## config.mk

```make
export PLATFORM = sky130hd
export DESIGN_NAME = disp_seq_param
export DESIGN_NICKNAME = d
export VERILOG_FILES = /design/src/rtl/disp_seq_param.sv
export SDC_FILE = /design/constraint.sdc
export NUM_CORES = 1
export LEC_CHECK = 0
export BUFFER_PORTS_ARGS = -buffer_cell sky130_fd_sc_hd__clkbuf_2
export CORE_UTILIZATION = 62
export DETAILED_ROUTE_END_ITERATION = 16
export GPL_TIMING_DRIVEN = 0
export MAX_ROUTING_LAYER = met4
export PLACE_DENSITY = 0.89
export SLEW_MARGIN = 5
export SYNTH_ARGS = -nofsm -noshare
export SYNTH_HDL_FRONTEND = slang
export SYNTH_SLANG_ARGS = --single-unit
export TNS_END_PERCENT = 10
```

## constraint.sdc

```tcl
create_clock -name clk -period 12.2 [get_ports clk]
set_input_delay 0.61 -clock clk [delete_from_list [all_inputs] [get_ports clk]]
set_output_delay 0.61 -clock clk [all_outputs]
set_load 0.01 [all_outputs]
```

## src/rtl/disp_seq_param.sv

```systemverilog
// Purpose: snapshots N_CH packed channel values and shows one channel at a time on an 8-digit, multiplexed 7-seg display.
// Latency: snapshot is taken on the start edge; seg_out/an_out are registered and track the same edge as state/ch_idx/digit select.
// Backpressure: none; start/step are single-cycle pulses, and step is ignored in IDLE or when it coincides with start.
module disp_seq_param #(
   parameter int N_CH        = 8,
   parameter int W           = 8,
   parameter int DWELL_CYC   = 50_000_000,
   parameter int REFRESH_CYC = 100_000,
   parameter int LOOP        = 1
) (
   input  logic              clk,
   input  logic              reset,
   input  logic              start,
   input  logic              step,
   input  logic              auto_en,
   input  logic [N_CH*W-1:0] data_in,
   output logic [7:0]        seg_out,
   output logic [7:0]        an_out,
   output logic              busy,
   output logic [3:0]        ch_idx
);

   localparam int DW  = (DWELL_CYC > 1) ? $clog2(DWELL_CYC) : 1;
   localparam int RW  = (REFRESH_CYC > 1) ? $clog2(REFRESH_CYC) : 1;
   localparam int NIB = (W + 3) / 4;
   localparam logic [DW-1:0] DWELL_LAST   = DW'(DWELL_CYC - 1);
   localparam logic [RW-1:0] REFRESH_LAST = RW'(REFRESH_CYC - 1);
   localparam logic [3:0]    CH_LAST      = 4'(N_CH - 1);

   typedef enum logic {IDLE, SHOW} state_t;

   state_t            state_q, state_d;
   logic [N_CH*W-1:0] snap_q, snap_d;
   logic [DW-1:0]     dwell_q, dwell_d;
   logic [RW-1:0]     scan_q, scan_d;
   logic [2:0]        dig_q, dig_d;
   logic [3:0]        ch_q, ch_d;
   logic [7:0]        seg_d, an_d;
   logic [15:0]       sel_val;
   logic [3:0]        nib;

   // Active-low gfedcba pattern for one hex nibble.
   function automatic logic [6:0] font(input logic [3:0] v);
      case (v)
         4'h0: font = 7'h40;  4'h1: font = 7'h79;  4'h2: font = 7'h24;  4'h3: font = 7'h30;
         4'h4: font = 7'h19;  4'h5: font = 7'h12;  4'h6: font = 7'h02;  4'h7: font = 7'h78;
         4'h8: font = 7'h00;  4'h9: font = 7'h10;  4'hA: font = 7'h08;  4'hB: font = 7'h03;
         4'hC: font = 7'h46;  4'hD: font = 7'h21;  4'hE: font = 7'h06;  default: font = 7'h0E;
      endcase
   endfunction

   // State, snapshot, counters and the registered display drive.
   always_ff @(posedge clk or negedge reset) begin
      if (!reset) begin
         state_q <= IDLE;
         snap_q  <= '0;
         dwell_q <= '0;
         scan_q  <= '0;
         dig_q   <= '0;
         ch_q    <= '0;
         seg_out <= 8'hFF;
         an_out  <= 8'hFF;
      end else begin
         state_q <= state_d;
         snap_q  <= snap_d;
         dwell_q <= dwell_d;
         scan_q  <= scan_d;
         dig_q   <= dig_d;
         ch_q    <= ch_d;
         seg_out <= seg_d;
         an_out  <= an_d;
      end
   end

   // Next state: capture on start, advance on step or dwell expiry, run the digit scan while showing.
   always_comb begin
      state_d = state_q;
      snap_d  = start ? data_in : snap_q;
      dwell_d = dwell_q;
      scan_d  = scan_q;
      dig_d   = dig_q;
      ch_d    = ch_q;
      case (state_q)
         IDLE: begin
            dwell_d = '0;
            scan_d  = '0;
            dig_d   = '0;
            ch_d    = '0;
            if (start) state_d = SHOW;
         end
         default: begin
            // The scan keeps running across a restart so the display never stalls.
            if (scan_q == REFRESH_LAST) begin
               scan_d = '0;
               dig_d  = dig_q + 3'd1;
            end else begin
               scan_d = scan_q + RW'(1);
            end
            if (start) begin
               ch_d    = '0;
               dwell_d = '0;
            end else if (step || (auto_en && (dwell_q == DWELL_LAST))) begin
               dwell_d = '0;
               if (ch_q == CH_LAST) begin
                  ch_d = '0;
                  if (LOOP == 0) begin
                     state_d = IDLE;
                     scan_d  = '0;
                     dig_d   = '0;
                  end
               end else begin
                  ch_d = ch_q + 4'd1;
               end
            end else begin
               dwell_d = auto_en ? dwell_q + DW'(1) : '0;
            end
         end
      endcase
   end

   // Decode from next-cycle values so anodes and segments land on the same edge as state and ch_idx.
   always_comb begin
      seg_d   = 8'hFF;
      an_d    = 8'hFF;
      sel_val = '0;
      nib     = '0;
      for (int k = 0; k < N_CH; k++) begin
         if (ch_d == 4'(k)) sel_val = 16'(snap_d[k*W +: W]);
      end
      case (dig_d[1:0])
         2'd0:    nib = sel_val[3:0];
         2'd1:    nib = sel_val[7:4];
         2'd2:    nib = sel_val[11:8];
         default: nib = sel_val[15:12];
      endcase
      if (state_d == SHOW) begin
         if (dig_d == 3'd7) begin
            seg_d = {1'b1, font(4'hC)};
            an_d  = ~(8'd1 << dig_d);
         end else if (dig_d == 3'd6) begin
            seg_d = {1'b1, font(ch_d)};
            an_d  = ~(8'd1 << dig_d);
         end else if ((dig_d < 3'd4) && (int'(dig_d) < NIB)) begin
            seg_d = {1'b1, font(nib)};
            an_d  = ~(8'd1 << dig_d);
         end
      end
   end

   assign busy   = (state_q == SHOW);
   assign ch_idx = ch_q;

endmodule
```

==> impl_metrics.json <==
{
  "fmax_mhz": 163,
  "synth_ff_type": "dfrtp_1",
  "first_global_vias": 5583,
  "worst_pin_slew_ns": 1.09,
  "period_needed_ns": 6.13,
  "grt_max_degree": 86,
  "synthDistinctLibCells": 61,
  "core_um2": 9950,
  "antenna_found_initial": 0,
  "drt-pass1-iter-count": 5,
  "drc": 0,
  "total_power_mw": 1.31,
  "cts_max_path_buffers": 2,
  "status": "finished, final reports clean",
  "syn-instance-count": 607,
  "cts-resized-gates": 0,
  "ys_seq_elements": 127,
  "setup_viol": 0,
  "root_buffer": "clkbuf_8",
  "n_fill_cell": 586,
  "yosys_warnings": 0,
  "critPathKind": "register to register",
  "p_clk_frac": 0.435,
  "place_area_um2": 7120,
  "async_flop_share": 1.00,
  "slew_viol_final": 0,
  "hp-class": "input pin to async pin",
  "wl_mm": 16.7,
  "port_buffers": 88,
  "seq_area_frac_synth": 0.493,
  "clk_pin_slew_ns": 0.06,
  "fin_tns_setup_ns": 0,
  "post-synth-top-count-cell": "dfrtp_1",
  "cts.sinks": 127,
  "hold_viol_final": 0,
  "area_growth_syn_to_layout_pct": 20.3,
  "share_comb_of_total_power": 0.187,
  "dieWidth_um": 104,
  "globalplace.congestion": 0.902,
  "fin_crit_sh": 0.503,
  "cts_setup_buffers": 0,
  "swShare": 0.273,
  "grtUsageTotal": 0.333,
  "io-pin-count": 90,
  "finalNonFillerCells": 862,
  "nets": 802,
  "htreeDepth": 4,
  "tritoncts": "done",
  "crit_required_ns": 12.64,
  "drt_iter0_drc": 333,
  "dieArea_um2": 10900,
  "design_area_um2": 7790,
  "rsz0062_at_grt": "false",
  "overflow": 0,
  "dpl.cell_count": 830,
  "num_vias": 5365,
  "rows": 36,
  "maxCapViolCount": 0,
  "start_util": 0.650,
  "netlist.area_leader.share": 0.445,
  "cp-end-kind": "register",
  "wl_per_cell_um": 19.4,
  "fin_skew_ns": 0.0102,
  "holdWs_ns": 0.0201,
  "drive_gt1_frac": 0.305,
  "syn_area_um2": 6470,
  "vias_per_cell": 6.22,
  "p_leak_nw": 3.50,
  "cts_hold_buffers": 0,
  "diodes": 0,
  "netSwitchingPower_mw": 0.359,
  "slew_headroom": 0.271,
  "synth_commonest_cells": "dfrtp_1 (115), nor2_1 (72), mux2_2 (66), nand2_1 (41), xor2_1 (25)",
  "yosysTopAreaCell": "dfrtp_1",
  "dp_slack_ns": 6.22,
  "setup.worst_path.start_class": "register",
  "die_h_um": 104,
  "worst-path-max-fanout": 10,
  "p_seq_frac": 0.378,
  "hpwlAfterDp_mm": 11.0,
  "ir_drop_mv": 0.0892,
  "timing.final.ws_setup_ns": 6.07,
  "synth.avg_cell_area_um2": 10.7,
  "cts_buffers": 17,
  "internal_power_mw": 0.955,
  "antenna_left": 0,
  "clk_latency_ns": 0.52,
  "yosys-top-cells-area": "dfrtp_1 (44%), mux2_2 (11%), dfstp_2 (4.9%)",
  "finish.utilization": 0.783,
  "grt_pass1_wl_mm": 27.3,
  "arrival_ns": 6.57,
  "power.density_nw_per_um2": 169,
  "synth_edf_count": 0
}
[registers in the layout (all words and copies together), names as in the netlist]
name / cells
dig_q: 3
snap_q: 64
busy: 1
ch_idx: 4
scan_q: 17
dwell_q: 26
an_out: 5
seg_out: 7
[cell type report]
| cell class | count | area [um2] | area share |
|---|---|---|---|
| buffer | 25 | 123 | 0.0157 |
| inverter | 21 | 78.8 | 0.0101 |
| tap | 133 | 166 | 0.0214 |
| clock buffer | 17 | 414 | 0.0532 |
| timing repair buffer | 89 | 477 | 0.0612 |
| multi-input combinational | 435 | 3080 | 0.396 |
| clock inverter | 15 | 255 | 0.0328 |
| sequential | 127 | 3190 | 0.410 |
[logic make-up after synthesis]
| family | Yosys count | share of synthesized area |
|---|---|---|
| compound gates | 101 | 0.111 |
| xor+xnor | 36 | 0.0487 |
| fa+ha+maj | 17 | 0.0329 |
| buf+inv | 46 | 0.0311 |
| flops | 127 | 0.493 |
| mux | 74 | 0.129 |
| other cells | 1 | 0.000579 |
| simple gates | 205 | 0.153 |
[per-layer routing]
| metal | GRT usage | part of all wire | vias up |
|---|---|---|---|
| met5 | - | 0 | - |
| met4 | 0.143 | 0.023 | 0 |
| met3 | 0.0821 | 0.071 | 48 |
| met2 | 0.548 | 0.50 | 287 |
| met1 | 0.392 | 0.40 | 2633 |
| li1 | - | - | 2397 |
[critical path, stage by stage (launching register included)]
cell and delay (ns):
dfrtp_1 0.41, ha_1 0.26, and2_1 0.23, a31oi_2 0.30, mux2i_1 0.35, nor2_1 0.20, ha_1 0.23, clkbuf_1 0.26
nor2b_1 0.57, clkbuf_1 0.47, a221oi_1 0.18, o31a_1 0.33, o32ai_1 0.92, inv_1 0.22, ha_1 0.32, nor2b_1 0.16
mux2_4 0.28, o32a_1 0.35
[power by group through the flow]
stage               sequential, mW  combinational (mW)  clock [mW]
floorplan                    0.501               0.155           0
global placement             0.498               0.228           0
detailed placement           0.501               0.236           0
CTS                          0.496               0.243       0.575
global route                 0.500               0.267       0.596
finish                       0.497               0.245       0.572
[placed cells by master, fill, tap and decap left out, types with 7 or more instances in the layout]
master     netlist  final
clkbuf_2         0     87
clkbuf_16        0     16
nand2_1         41     41
nand3_1         18     18
ha_1            17     17
a221oi_1        14     14
or3_1            7      7
nor3_1          12     12
dfstp_2         12     12
nor2_1          72     72
nand4_1         10     10
buf_2            8      8
a21oi_1         20     20
clkbuf_1        12     12
nor2b_1          7      7
xor2_1          25     25
xnor2_1         11     11
and3_1          13     13
mux2_2          66     66
dfrtp_1        115    115
inv_1           20     20
o21ai_0         17     17
[final timing paths]
path                                   from         end  slack (ns)  depth (start not counted)
worst max-delay path             dwell_q[0]  seg_out[0]        6.07                         17
min in group clk                data_in[10]  snap_q[10]        0.35                          2
worst max register to register   dwell_q[0]  seg_out[0]        6.07                         17
worst min-delay path                  reset  snap_q[49]        0.02                          1
max in group asynchronous             reset   an_out[5]       11.45                          2
worst min register to register    scan_q[0]   scan_q[0]        0.45                          1
Note: power is estimated with default switching activity, not from simulation.
